### src/rtl/fetch_queue.sv
// Instruction fetch front end: owns the fetch PC and buffers fetched words in a
// circular FIFO whose head is offered to the issue stage.
module fetch_queue #(
  parameter int unsigned DEPTH      = 4,
  parameter logic [31:0] RESET_PC   = 32'h0000_0000,
  parameter logic [31:0] END_MARKER = 32'h0000_0000,
  localparam int unsigned PtrW      = $clog2(DEPTH),
  localparam int unsigned CntW      = PtrW + 1
) (
  input  logic            clk,
  input  logic            reset,
  output logic [31:0]     imem_addr,
  input  logic [31:0]     imem_rdata,
  input  logic            A_stall,
  input  logic            LS_stall,
  input  logic            flush,
  input  logic [31:0]     flush_pc,
  output logic [31:0]     issue_instr,
  output logic [31:0]     issue_pc,
  output logic            issue_valid,
  output logic [CntW-1:0] occupancy,
  output logic            fetch_done
);

  logic [31:0]     pc_q;
  logic [PtrW-1:0] head_q, tail_q;
  logic [CntW-1:0] count_q;
  logic            halted_q;
  logic [31:0]     instr_q [DEPTH];
  logic [31:0]     entry_pc_q [DEPTH];

  logic not_full, push, pop, marker_hit;

  // Fullness uses the start-of-cycle count, so a pop never frees room for a same-cycle push.
  always_comb begin
    not_full   = count_q < CntW'(DEPTH);
    push       = !halted_q && not_full && (imem_rdata != END_MARKER);
    marker_hit = !halted_q && not_full && (imem_rdata == END_MARKER);
    pop        = issue_valid && !A_stall && !LS_stall;
  end

  always_ff @(posedge clk) begin
    if (reset) begin
      pc_q     <= RESET_PC;
      head_q   <= '0;
      tail_q   <= '0;
      count_q  <= '0;
      halted_q <= 1'b0;
    end else if (flush) begin
      pc_q     <= flush_pc;
      head_q   <= '0;
      tail_q   <= '0;
      count_q  <= '0;
      halted_q <= 1'b0;
    end else begin
      if (push) begin
        instr_q[tail_q]    <= imem_rdata;
        entry_pc_q[tail_q] <= pc_q;
        tail_q             <= tail_q + PtrW'(1);
        pc_q               <= pc_q + 32'd4;
      end
      if (pop) begin
        head_q <= head_q + PtrW'(1);
      end
      if (marker_hit) begin
        halted_q <= 1'b1;
      end
      count_q <= count_q + CntW'(push) - CntW'(pop);
    end
  end

  always_comb begin
    imem_addr   = pc_q;
    issue_valid = count_q != '0;
    issue_instr = issue_valid ? instr_q[head_q] : 32'h0;
    issue_pc    = issue_valid ? entry_pc_q[head_q] : 32'h0;
    occupancy   = count_q;
    fetch_done  = halted_q && (count_q == '0);
  end

endmodule

### config.mk
export PLATFORM = sky130hd
export DESIGN_NAME = fetch_queue
export DESIGN_NICKNAME = d
export VERILOG_FILES = /design/src/rtl/fetch_queue.sv
export SDC_FILE = /design/constraint.sdc
export NUM_CORES = 1
export LEC_CHECK = 0
export ABC_AREA = 1
export BUFFER_PORTS_ARGS = -buffer_cell sky130_fd_sc_hd__buf_4
export CAP_MARGIN = 0
export CORE_ASPECT_RATIO = 1.1
export CORE_UTILIZATION = 45
export CTS_CLUSTER_DIAMETER = 200
export DETAILED_ROUTE_END_ITERATION = 7
export PLACE_DENSITY_LB_ADDON = 0.15
export REMOVE_ABC_BUFFERS = 1
export SYNTH_ARGS = -nofsm -noshare
export SYNTH_HDL_FRONTEND = slang
export SYNTH_SLANG_ARGS = --single-unit
### constraint.sdc
create_clock -name clk -period 7.71 [get_ports clk]
set_clock_uncertainty 0.05 [all_clocks]
set_input_delay 0.3855 -clock clk [delete_from_list [all_inputs] [get_ports clk]]
set_output_delay 0.3855 -clock clk [all_outputs]
set_load 0.01 [all_outputs]
=== Word level (Yosys, flattened, before mapping) ===
Memory sizes are Yosys's and may differ from the RTL's. A register that Yosys moved wholly into a read port is not among the register bits.
Cells that the tools add are included.

* Add/subtract/negate cells: 5
* Order comparisons: 1
* Muxes and demuxes: 12
* Reduce and logical (&&, ||, !) cells: 15

{| class="wikitable"
|+ Operator list
! cell !! number
|-
| two-way mux 32 bit || 4
|-
| adder 32 x 3 -> 32 bit (second input constant) || 1
|-
| zero test 32 bit || 1
|-
| nonzero test 32 bit || 1
|-
| two-way mux 2 bit || 4
|-
| logical AND 1 bit || 6
|-
| adder 2 x 1 -> 2 bit (second input constant) || 2
|-
| two-way mux 1 bit || 4
|-
| adder 3 x 1 -> 3 bit || 1
|-
| zero test 1 bit || 3
|-
| zero test 3 bit || 1
|-
| less-than comparator 3 bit (second input constant) || 1
|-
| nonzero test 3 bit || 1
|-
| subtractor 3 x 1 -> 3 bit || 1
|-
| nonzero test 2 bit || 1
|-
| OR reduction 2 bit || 1
|}

* Input port bits: 69
* Output and inout bits: 101
* Register bits after elaboration: 40
* Word-level logic and storage cells: 40
* Memories: 2
* Memory bits (writable): 256

{| class="wikitable"
|+ Memory list
! memory !! depth !! width !! read ports !! clocked after Yosys merged registers in !! write ports !! line !! source
|-
| entry_pc_q || 4 || 32 || 1 || 1 || 1 || 30 || <nowiki>logic [31:0] entry_pc_q [DEPTH];</nowiki>
|-
| instr_q || 4 || 32 || 1 || 1 || 1 || 29 || <nowiki>logic [31:0] instr_q [DEPTH];</nowiki>
|}

=== Depth between registers and ports, before layout ===
Gate-level depths: netlist of run 1.

* Word-level depth: 7
* Depth in mapped cells: 12
* Depth with buffers taken out: 11

=== Least setup slack after synthesis of run 1 ===
Ideal clock, no wire load.

* Path type: register -> register
* Start: reg count_q[2], in the netlist occupancy[2]
* End: mem entry_pc_q[0][0] (enable)
* Setup slack: 3499 ps
* Clock period less this slack: 4211 ps
* Stages on the path, launching flop included: 6
* Required time: 7174 ps
* Buffers on the path: 0
* Library setup time: 486 ps
* Arrival time: 3675 ps
* Path through: dfxtp_1 nor2_1 o21ai_4 nor2_1 inv_1 nor2_1

* Cells in the longest elaborated chain, start to end: 7

{| class="wikitable"
|+ Ends and longest elaborated chain
! what !! line !! source
|-
| start, declared || 27 || <nowiki>logic [CntW-1:0] count_q;</nowiki>
|-
| start signal, assigned || 68 || <nowiki>count_q <= count_q + CntW'(push) - CntW'(pop);</nowiki>
|-
| less-than comparator 3 bit || 36 || <nowiki>not_full = count_q < CntW'(DEPTH);</nowiki>
|-
| logical AND 1 bit (2 in a row) || 37 || <nowiki>push = !halted_q && not_full && (imem_rdata != END_MARKER);</nowiki>
|-
| two-way mux 1 bit || 56 || <nowiki>if (push) begin</nowiki>
|-
| two-way mux 1 bit || 49 || <nowiki>end else if (flush) begin</nowiki>
|-
| two-way mux 1 bit || 43 || <nowiki>if (reset) begin</nowiki>
|-
| two-way mux 1 bit (implied by the code) || 58 || <nowiki>entry_pc_q[tail_q] <= pc_q;</nowiki>
|-
| end, declared || 30 ||
|}

Every way passes these cells.

=== Worst setup path in the final report of run 1 ===
* Start: in imem_rdata[3]
* End: mem entry_pc_q[3][30] (enable)

* Cells in the longest elaborated chain, start to end: 6

{| class="wikitable"
|+ Ends and longest elaborated chain
! what !! line !! source
|-
| start, declared || 13 || <nowiki>input logic [31:0] imem_rdata,</nowiki>
|-
| nonzero test 32 bit || 37 ||
|-
| logical AND 1 bit || 37 ||
|-
| two-way mux 1 bit || 56 ||
|-
| two-way mux 1 bit || 49 ||
|-
| two-way mux 1 bit || 43 ||
|-
| two-way mux 1 bit (implied by the code) || 58 ||
|}

Every way passes these cells.

==> results of run 1 <==
[kinds of logic (layout without fill, tap and decap cells)]
group | after synthesis | count (layout) | share of synthesized area (%)
buffers and inverters | 101 | 306 | 3.339
AND/OR/NAND/NOR | 580 | 580 | 18.21
adder cells (fa/ha/maj) | 8 | 8 | 0.8495
flip-flops | 298 | 298 | 67.33
XOR/XNOR | 12 | 12 | 0.8298
AO/OA/AOI/OAI | 234 | 234 | 9.444
[worst min-delay path, cell delays in order]
cell	delay, ns
buf_4	0.09
nor2_1	0.04
nor2_1	0.08
[power groups by stage]
stage               Sequential, uW  Clock (uW)  Combinational (uW)
floorplan                     1870           0                 117
global placement              1870           0                 264
detailed placement            1870           0                 266
CTS                           1840        1510                 281
global route                  1840        1570                 307
finish                        1840        1490                 279
[per-stage QoR]
stage / power (uW) / hold slack, ns / instance area, sq um / utilization (%) / setup slack (ns)
after floorplan: 1982 / 0.3856 / 12380 / - / 2.144
after global placement: 2135 / 0.4046 / 14240 / 51.38 / 3.463
after detailed placement: 2138 / 0.4035 / 14240 / 51.38 / 3.402
after CTS: 3625 / 0.01290 / 15590 / 56.27 / 3.405
after global routing: 3724 / 0.02685 / 15590 / 56.27 / 3.201
final: 3603 / 0.02807 / 15590 / 56.27 / 3.502
[placed cells by master (no fill, tap or decap), types with 3 or more instances in the layout]
master / netlist / layout
nor2_1: 336 / 332
edfxtp_1: 256 / 256
buf_4: 0 / 181
nand2_1: 168 / 168
o21ai_0: 140 / 140
a21oi_1: 86 / 86
nand3_1: 56 / 56
dfxtp_1: 42 / 40
inv_1: 35 / 35
clkbuf_16: 0 / 34
dlygate4sd3_1: 0 / 32
xnor2_1: 8 / 8
clkinv_2: 0 / 7
ha_1: 7 / 7
nor2_4: 1 / 5
nand4_1: 4 / 4
xor2_1: 4 / 4
o21bai_1: 4 / 4
clkinv_1: 0 / 4
nor2_2: 3 / 3
or2_2: 3 / 3
clkinvlp_4: 0 / 3
clkbuf_1: 32 / 3
[timing repair]
| action | in CTS | in global routing |
|---|---|---|
| gates resized for setup | 0 | 0 |
| hold buffers | 32 | 0 |
| hold endpoints to repair | 126 | 0 |
| setup buffers | 0 | 0 |
[final cells by class]
type                       count  share of cell area [%]
sequential                   298                   54.73
multi-input combinational    834                   24.05
timing repair buffer         213                   10.77
clock buffer                  39                   5.706
tap                          363                   2.913
clock inverter                17                  0.9309
inverter                      37                  0.8988
[state kept, by name, indices dropped and copies added (netlist names), named ones only]
| register | count |
|---|---|
| halted_q | 1 |
| imem_addr | 32 |
| instr_q | 128 |
| entry_pc_q | 128 |
| occupancy | 3 |
| head_q | 2 |
| tail_q | 2 |
[per-layer routing]
| metal | part of all wire (%) | up-vias | wire length [um] | track usage (%) |
|---|---|---|---|---|
| li1 | - | 4583 | - | - |
| met1 | 45 | 4458 | 14250 | 29.59 |
| met2 | 48 | 268 | 15010 | 36.70 |
| met3 | 5.6 | 32 | 1765 | 3.108 |
| met4 | 1.5 | 0 | 464 | 4.796 |
| met5 | 0 | - | 0 | 0 |
[worst min path at each step]
stage | startpoint | end | slack [ns]
final | flush_pc[0] | imem_addr[0] | 0.03
after global routing | flush_pc[1] | imem_addr[1] | 0.03
after CTS | flush_pc[1] | imem_addr[1] | 0.01
after detailed placement | head_q[1] | register | 0.40
after global placement | head_q[1] | register | 0.40
after floorplan | head_q[1] | register | 0.39
[cells in the mapped netlist (all sizes together)]
cell type / number / area, sq um
nor2: 340 / 1291
edfxtp: 256 / 7687
nand2: 171 / 654.4
o21ai: 143 / 726.9
a21oi: 86 / 430.4
nand3: 56 / 280.3
dfxtp: 42 / 840.8
inv: 37 / 138.9
buf: 32 / 163.9
clkbuf: 32 / 120.1
xnor2: 8 / 70.07
ha: 7 / 87.58
nand4: 4 / 25.02
o21bai: 4 / 30.03
xor2: 4 / 35.03
nor3: 3 / 15.01
or2: 3 / 18.77
a31o: 1 / 8.760
and2: 1 / 6.260
fa: 1 / 20.02
nand3b: 1 / 7.510
nor3b: 1 / 7.510
==> results.md, run 1 <==
* Die footprint at approximately 29000 sq um
* Status: finished clean
* CTS tree: yes
* Worst VDD drop at 0.1279 mV
* Number of cells on the critical path at 12
* Area Overhead vs Synth at 23.10%
* H-tree depth at 1
* WP buf/inv at 5
* Starting Density at between 40% and 50%
* Share of layout cells above drive strength 1 at between 15 and 20%
* WL per Instance at 17.48 um
* Top delay family on crit path: buffers and inverters
* Final TNS setup at 0 ns
* Drt drc at 0
* Logic pwr share at under 10%
* CP Capture Point: entry_pc_q[3][30]
* Register area share after synthesis at about 67%
* Final Max Slew Viols at 0
* Initial antenna violation count at 0
* Synth Cell Area at between 10000 and 15000 sq um
* R2r worst-path depth at 7
* Clock share of power at 41.3%
* Req. time, crit path at 7.84 ns
* Clock tree buffer depth at 3
* GPL Wtd Cong at between 0.8 and 0.9
* Area of the multi-input gates at 3750 sq um
* Crit path max-delay cell type: nor2_4
* Endpoints failing hold at 0
* HPWL after DPL at roughly 18 mm
* NetSw at slightly above 800 uW
* Placed Cells at 1713
* Final period util at 54.58%
* CP Max Fanout at 36
* Pwr Density at between 200 and 250 nW/um^2
* FF-to-FF Start: occupancy[2]
* Average size of a mapped cell at 10.27 sq um
* Clk_lat worst skew at 0.55 ns
* Fin nets at between 1000 and 1500
* Crit path from: imem_rdata[3]
* Critical path's largest stage delay at ~0.85 ns
* Max Cap Viol at 0
* Detail Route Antenna Nets at 0
* Worst Tran Pin Value at 1.067 ns
* ANT cells at 0
* Total clock sinks at between 200 and 300
* FF-to-FF End: entry_pc_q[3][30]
* Iteration-0 DRC Markers at between 700 and 800
* Total internal power at between 2000 and 3000 uW
* RSZ-0062 raised after global routing: false
* WS Path Type: input port to register
* I/O pin total at 170
* # setup viols final at 0
* Worst min-delay path class: input port to register
* Distinct cells, synth at 31
* Initial DRT Pass Iterations at 5
* Cells after synthesis at about 1200
* GRT overflow at 0
* Post-DR vias/cell at about 5.2
* Chip width at 162.0 um
* Root buf cell: clkbuf_16
* Synth Warn # at 0
* FF+latch count, synth at between 200 and 300
* Via Count at around 9300
* Global-route wire length before repair at a little under 50 mm
* Switching part of the total at 22.42%
* IO Port Bufs at approximately 170
* Die height at between 150 and 200 um
* Core region area at between 20000 and 30000 sq um
* Leak at 0.005825 uW
* Filler instances at between 2000 and 2500
* Rows at 64
* Clock Pin Slew Worst Setup and Hold Paths at about 0.060 ns
* Post-Route WL at roughly 31 mm
* WHS Path Cells at 3
* Vias in the first global route at 8767
* Register area at roughly 8500 sq um
* R2R Setup Slk at 3.72 ns
* Worst setup EP type: register
* TritonCTS Buffers at 30
* CP startpoint kind: input port
* Critical path arrival at roughly 4.3 ns
* Register share of total power at about 50%
* Worst-path cell chain: dlygate4sd3_1, buf_4, nor2_1, nand2_1, nor2_1, nand2_1, o21ai_4, buf_4, nor2_1, inv_1, nor2_4, buf_4
* Max transition margin at between 20 and 30%
* Largest net degree at the start of global routing at 95
* Fin crit period at about 4.2 ns
* GRT Util Overall at around 22%
* Non-filler cells in the finished layout at about 1800
* Fmax at ~240 MHz
Power figures use the tool's default switching activity.
==> run 2: changes to the inputs <==
- ABC_AREA: 1 -> 0
- clock period: 7.71 -> 4.2 ns (I/O delays scaled with it)
==> run 2 against run 1 <==
Final cell count shrank 27%; synthesized cell count shrank 43%; cell area shrank 1.1%; clock power grew 80%; area after synthesis shrank 4.0%; global-route usage shrank 1.8 points; register-to-register slack lost 2.2 ns; core utilization grew 2.3 points; worst hold slack gained 0.010 ns; die area shrank 3.9%; setup slack lost 2.6 ns; non-clock buffer count grew 23; largest cell class unchanged.
==> results.md, run 2 <==
* Worst min-delay path class: input port to register
* Starting Density at ~46%
* Detail Route Antenna Nets at 0
* Hold Buf Count CTS at 64
* Distinct cells, synth at 53
* ANT cells at 0
* Status: finished clean
* Post-DR vias/cell at around 5.5
* Final period util at approximately four fifths
* Root buf cell: clkbuf_16
* IO Port Bufs at 169
* Final Max Slew Viols at 0
* Register share of total power at between 50% and 60%
* CP startpoint kind: input port
* Post-synth ARST share at 0%
* Logic pwr share at under 10%
* Synth Flop Type: edfxtp_1
* Initial antenna violation count at 1
* Fmax at approximately 300 MHz
* # Post-CTS Setup Buffers at 0
* Clock tree buffer depth at 3
* Dpl cell area at between 10000 and 15000 sq um
* EDFF count, synth at 256
* Synth area leader: edfxtp_1
* Fin nets at approximately 1000
* WS Path Type: input port to register
* Average size of a mapped cell at around 17 sq um
* Clock share of power at 40.6%
* WP buf/inv at 4
* Die height at around 170 um
* Global-route wire length before repair at 42.56 mm
* Initial DRT Pass Iterations at 5
* Largest net degree at the start of global routing at 66
* Switching part of the total at roughly a fifth
* GRT Util Overall at ~20%
* Cells after synthesis at between 700 and 800
* Fin crit period at 3.327 ns
* Drt drc at 0
* Die footprint at 27690 sq um
* CP Max Fanout at 11
* Post-synth top area share at 63.21%
* I/O pin total at 170
* Register area share after synthesis at between 70% and 80%
* Clk_lat worst skew at roughly 0.54 ns
* Post_cts resized at 0
* Pwr Density at between 400 and 500 nW/um^2
* Clock Pin Slew Worst Setup and Hold Paths at approximately 0.06 ns
* Most frequent cells in the layout: edfxtp_1 (256), buf_4 (171), and2_1 (69), mux4_2 (64), dlygate4sd3_1 (64)
* Iteration-0 DRC Markers at between 400 and 500
* Post-Route WL at approximately 27 mm
* Largest cells by area after synthesis: edfxtp_1 (63%), mux4_2 (12%), dfxtp_1 (6.9%)
* Final TNS setup at 0 ns
* Filler instances at approximately 2000
* Crit path max-delay cell type: nor4_1
* Endpoints failing hold at 0
* Worst Tran Pin Value at 1.202 ns
* Leak at ~0.0053 uW
* Leading cell type in the layout, fill and taps excluded: edfxtp_1
* Critical path's largest stage delay at 0.58 ns
* TritonCTS Buffers at 31
* RSZ-0062 raised after global routing: false
* GPL Wtd Cong at approximately 0.77
* Pwr Total at ~6600 uW
* Total internal power at between 5000 and 6000 uW
* Worst setup EP type: register
* Worst-path cell chain: dlygate4sd3_1, buf_4, nor4_1, nand4_2, nor2_4, nor3_4, inv_1, ha_1, inv_1, ha_1, fa_1, xnor2_1, xnor2_1, nor2_1
* Max Cap Viol at 0
* Vias in the first global route at ~7500
* Total clock sinks at slightly below 300
* Worst VDD drop at between 0.2 and 0.3 mV
* Req. time, crit path at 4.58 ns
* Most frequent cell after synthesis: edfxtp_1
* Hold slack final at roughly 0.038 ns
* Critical path arrival at about 3.7 ns
* Fin area at 15410 sq um
* H-tree depth at 1
* Chip width at 158.7 um
* GRT overflow at 0
* CTS tree: yes
* FF+latch count, synth at 298
* Area Overhead vs Synth at 26.75%
* WL per Instance at 20.67 um
* Top delay family on crit path: simple AND/OR/NAND/NOR gates
* Core region area at around 26000 sq um
* Synth Cell Area at about 12000 sq um
* Share of layout cells above drive strength 1 at roughly a third
* Synth Warn # at 0
* Post-synth top cells: edfxtp_1 (256), and2_1 (69), mux4_2 (64)
* Via Count at just over 7000
* NetSw at 1392 uW
* # setup viols final at 0
* Rows at 62
* HPWL after DPL at around 16 mm
* Max transition margin at about a fifth
-- run 2: cell types whose count changed in the layout (fill, tap and decap cells not counted), sizes merged, moves of 47 or more --
cell   previous run  this run
nor2            340        40
nand2           171        14
o21ai           143         4
nand3            56         9
a21oi            86         7
and2              1        69
mux4              0        64
-- run 2: cells by family (layout without fill, tap and decap cells) --
family                   Yosys count  in the layout  share of synthesized area [%]
multiplexers                      70             70                          12.36
flip-flops                       298            298                          70.12
AO/OA/AOI/OAI                     60             60                          3.704
buffers and inverters             56            313                          2.037
XOR/XNOR                          18             18                          1.296
adder cells (fa/ha/maj)            8              8                         0.8847
AND/OR/NAND/NOR                  193            193                          9.599
-- run 2: worst paths after layout --
kind	to	slack [ns]	from	cells past startpoint
max reg2reg	occupancy[2]	1.56	occupancy[2]	9
min reg2reg	register	0.49	head_q[0]	2
min	imem_addr[0]	0.04	reset	2
max	occupancy[2]	0.87	imem_rdata[17]	14
-- run 2: layout make-up --
type	count	area (sq um)	share of cell area (%)
clock buffers	46	882.1	5.722
clock inverters	11	131.4	0.8523
inverters	20	75.07	0.4870
multi-input cells	349	3406	22.09
flip-flops and latches	298	8536	55.37
well taps	352	440.4	2.857
repair buffers	236	1944	12.61
-- run 2: through the flow --
step | setup slack (ns) | instances | utilization [%]
CTS | 0.8558 | 1312 | 58.62
floorplan | 0.3758 | 667 | -
detailed placement | 0.8394 | 1191 | 52.33
finish | 0.8731 | 1312 | 58.62
global placement | 0.9688 | 1191 | 52.33
global route | 0.6952 | 1312 | 58.62
-- run 2: metal layers --
metal | track usage, % | vias to the layer above | part of all wire, %
met3 | 2.839 | 54 | 5.6
met1 | 26.80 | 3622 | 43
met4 | 5.259 | 0 | 2.2
li1 | - | 3275 | -
met5 | 0 | - | 0
met2 | 33.90 | 240 | 49
-- run 2: power groups by stage --
stage / Combinational (uW) / Clock, uW / Sequential, uW
2_1_floorplan: 212 / 0 / 3440
3_3_place_gp: 487 / 0 / 3440
3_5_place_dp: 494 / 0 / 3450
4_1_cts: 543 / 2750 / 3390
5_1_grt: 579 / 2850 / 3400
6_report: 536 / 2680 / 3390
==> run 3: changes to the inputs <==
- clock period: 4.2 -> 3.2 ns (I/O delays scaled with it)
==> run 3 against run 2 <==
Sequential share of layout area is 0.62 points lower; global-route usage is 0.70 points higher; flip-flop and latch count stayed put; final cell count is 1.4% higher; power is 30% higher; worst hold slack better by 0.017 ns; cell area is 1.1% higher; setup slack worse by 0.43 ns; first-iteration DRC count is 10% higher.
==> results.md, run 3 (same netlist as run 2, synthesis figures left out) <==
* Total clock sinks at 298
* Rows at a little over 60
* Clk_lat worst skew at approximately 0.54 ns
* Iteration-0 DRC Markers at about 530
* Clock Pin Slew Worst Setup and Hold Paths at 0.06 ns
* Endpoints failing hold at 0
* Fmax at 362.8 MHz
* Final Max Slew Viols at 0
* Post_cts resized at 0
* Global-route wire length before repair at between 40 and 50 mm
* Die height at approximately 170 um
* CP Max Fanout at 7
* Final TNS setup at 0 ns
* Req. time, crit path at about 3.6 ns
* CP startpoint kind: input port
* # setup viols final at 0
* Worst min-delay path class: input port to register
* Worst VDD drop at 0.2835 mV
* Fin area at around 16000 sq um
* Post-DR vias/cell at 5.479
* GPL Wtd Cong at slightly below 0.8
* HPWL after DPL at 16.80 mm
* Worst-path cell chain: dlygate4sd3_1, buf_4, nor4_1, buf_4, nand4_2, nor2_4, nor3_4, inv_1, ha_1, inv_1, ha_1, fa_1, xnor2_1, xnor2_1, nor2_1
* Most frequent cells in the layout: edfxtp_1 (256), buf_4 (183), and2_1 (69), dlygate4sd3_1 (66), mux4_2 (64)
* WL per Instance at around 21 um
* Crit path max-delay cell type: dlygate4sd3_1
* Max Cap Viol at 0
* Core region area at 26300 sq um
* Worst Tran Pin Value at ~0.66 ns
* GRT Util Overall at 20.59%
* Final period util at between 80 and 90%
* ANT cells at 0
* I/O pin total at 170
* Initial DRT Pass Iterations at 5
* Critical path's largest stage delay at approximately 0.54 ns
* WS Path Type: input port to register
* Share of layout cells above drive strength 1 at 32.28%
* Fin nets at roughly 1000
* Largest net degree at the start of global routing at 66
* Clock tree buffer depth at 3
* IO Port Bufs at 169
* Die footprint at between 20000 and 30000 sq um
* Root buf cell: clkbuf_16
* Post-Route WL at roughly 28 mm
* Starting Density at between 40% and 50%
* Drt drc at 0
* GRT overflow at 0
* Pwr Density at around 550 nW/um^2
* Dpl cell area at around 14000 sq um
* RSZ-0062 raised after global routing: false
* Fin crit period at 2.756 ns
* Chip width at about 160 um
* Initial antenna violation count at 0
* Leading cell type in the layout, fill and taps excluded: edfxtp_1
* Vias in the first global route at 7726
* Area Overhead vs Synth at 28.18%
* Via Count at between 7000 and 8000
* Status: finished clean
* Detail Route Antenna Nets at 0
* CTS tree: yes
* Worst setup EP type: register
* Max transition margin at between 50% and 60%
* Leak at between 0.005 and 0.006 uW
* H-tree depth at 1
* TritonCTS Buffers at 31
* Critical path arrival at around 3.1 ns
run 3: changes by cell type in the layout (fill, tap and decap cells not counted), sizes merged:
cell | previous run | this run
buf | 172 | 190
bufinv | 3 | 2
clkbuf | 46 | 44
clkinv | 8 | 10
dlygate4sd3 | 64 | 66
run 3: area by class of cell:
| type | count | area, sq um |
|---|---|---|
| multi-input cells | 349 | 3406 |
| well taps | 352 | 440.4 |
| clock buffers | 44 | 844.6 |
| fillers | 2008 | 10710 |
| flip-flops and latches | 298 | 8536 |
| repair buffers | 256 | 2175 |
| inverters | 20 | 75.07 |
| clock inverters | 12 | 112.6 |
run 3: repair_timing:
action,4_1_cts,5_1_grt
hold buffers,66,0
setup buffers,0,0
endpoints found under the hold margin,160,0
run 3: per-layer routing:
metal	vias to the layer above	share of wire, %	global-route usage (%)
li1	3297	-	-
met1	3683	43	28.51
met2	274	49	34.12
met3	38	6.2	3.221
met4	0	1.8	5.178
met5	-	0	0
run 3: through the flow:
stage	total power, uW	util (%)	setup WS (ns)	instances	hold slack (ns)
2_1_floorplan	4790	-	-0.5742	667	0.1821
3_3_place_gp	5176	53.13	0.4607	1209	0.3194
3_5_place_dp	5196	53.13	0.4225	1209	0.3218
4_1_cts	8663	59.28	0.3833	1331	0.02191
5_1_grt	8893	59.28	0.2030	1331	0.06776
6_report	8575	59.28	0.4436	1331	0.05498
run 3: final timing paths:
check	from	end	slack (ns)	depth (start not counted)
worst max-delay path	imem_rdata[17]	occupancy[2]	0.44	15
worst min-delay path	reset	imem_addr[14]	0.05	2
worst max register to register	imem_addr[4]	imem_addr[31]	0.67	5
worst min register to register	head_q[1]	head_q[1]	0.48	2
run 3: where the power goes:
group / switching [uW] / internal [uW] / total [uW]
Combinational: 344 / 386 / 731
Clock: 1420 / 1990 / 3410
Sequential: 100 / 4340 / 4440
Total: 1870 / 6710 / 8580
run 3: critical path: cells and delay by family:
family,cells,cell delay (ns)
buffers and inverters,5,1.00
AND/OR/NAND/NOR,5,0.94
adder cells (fa/ha/maj),3,0.69
XOR/XNOR,2,0.33
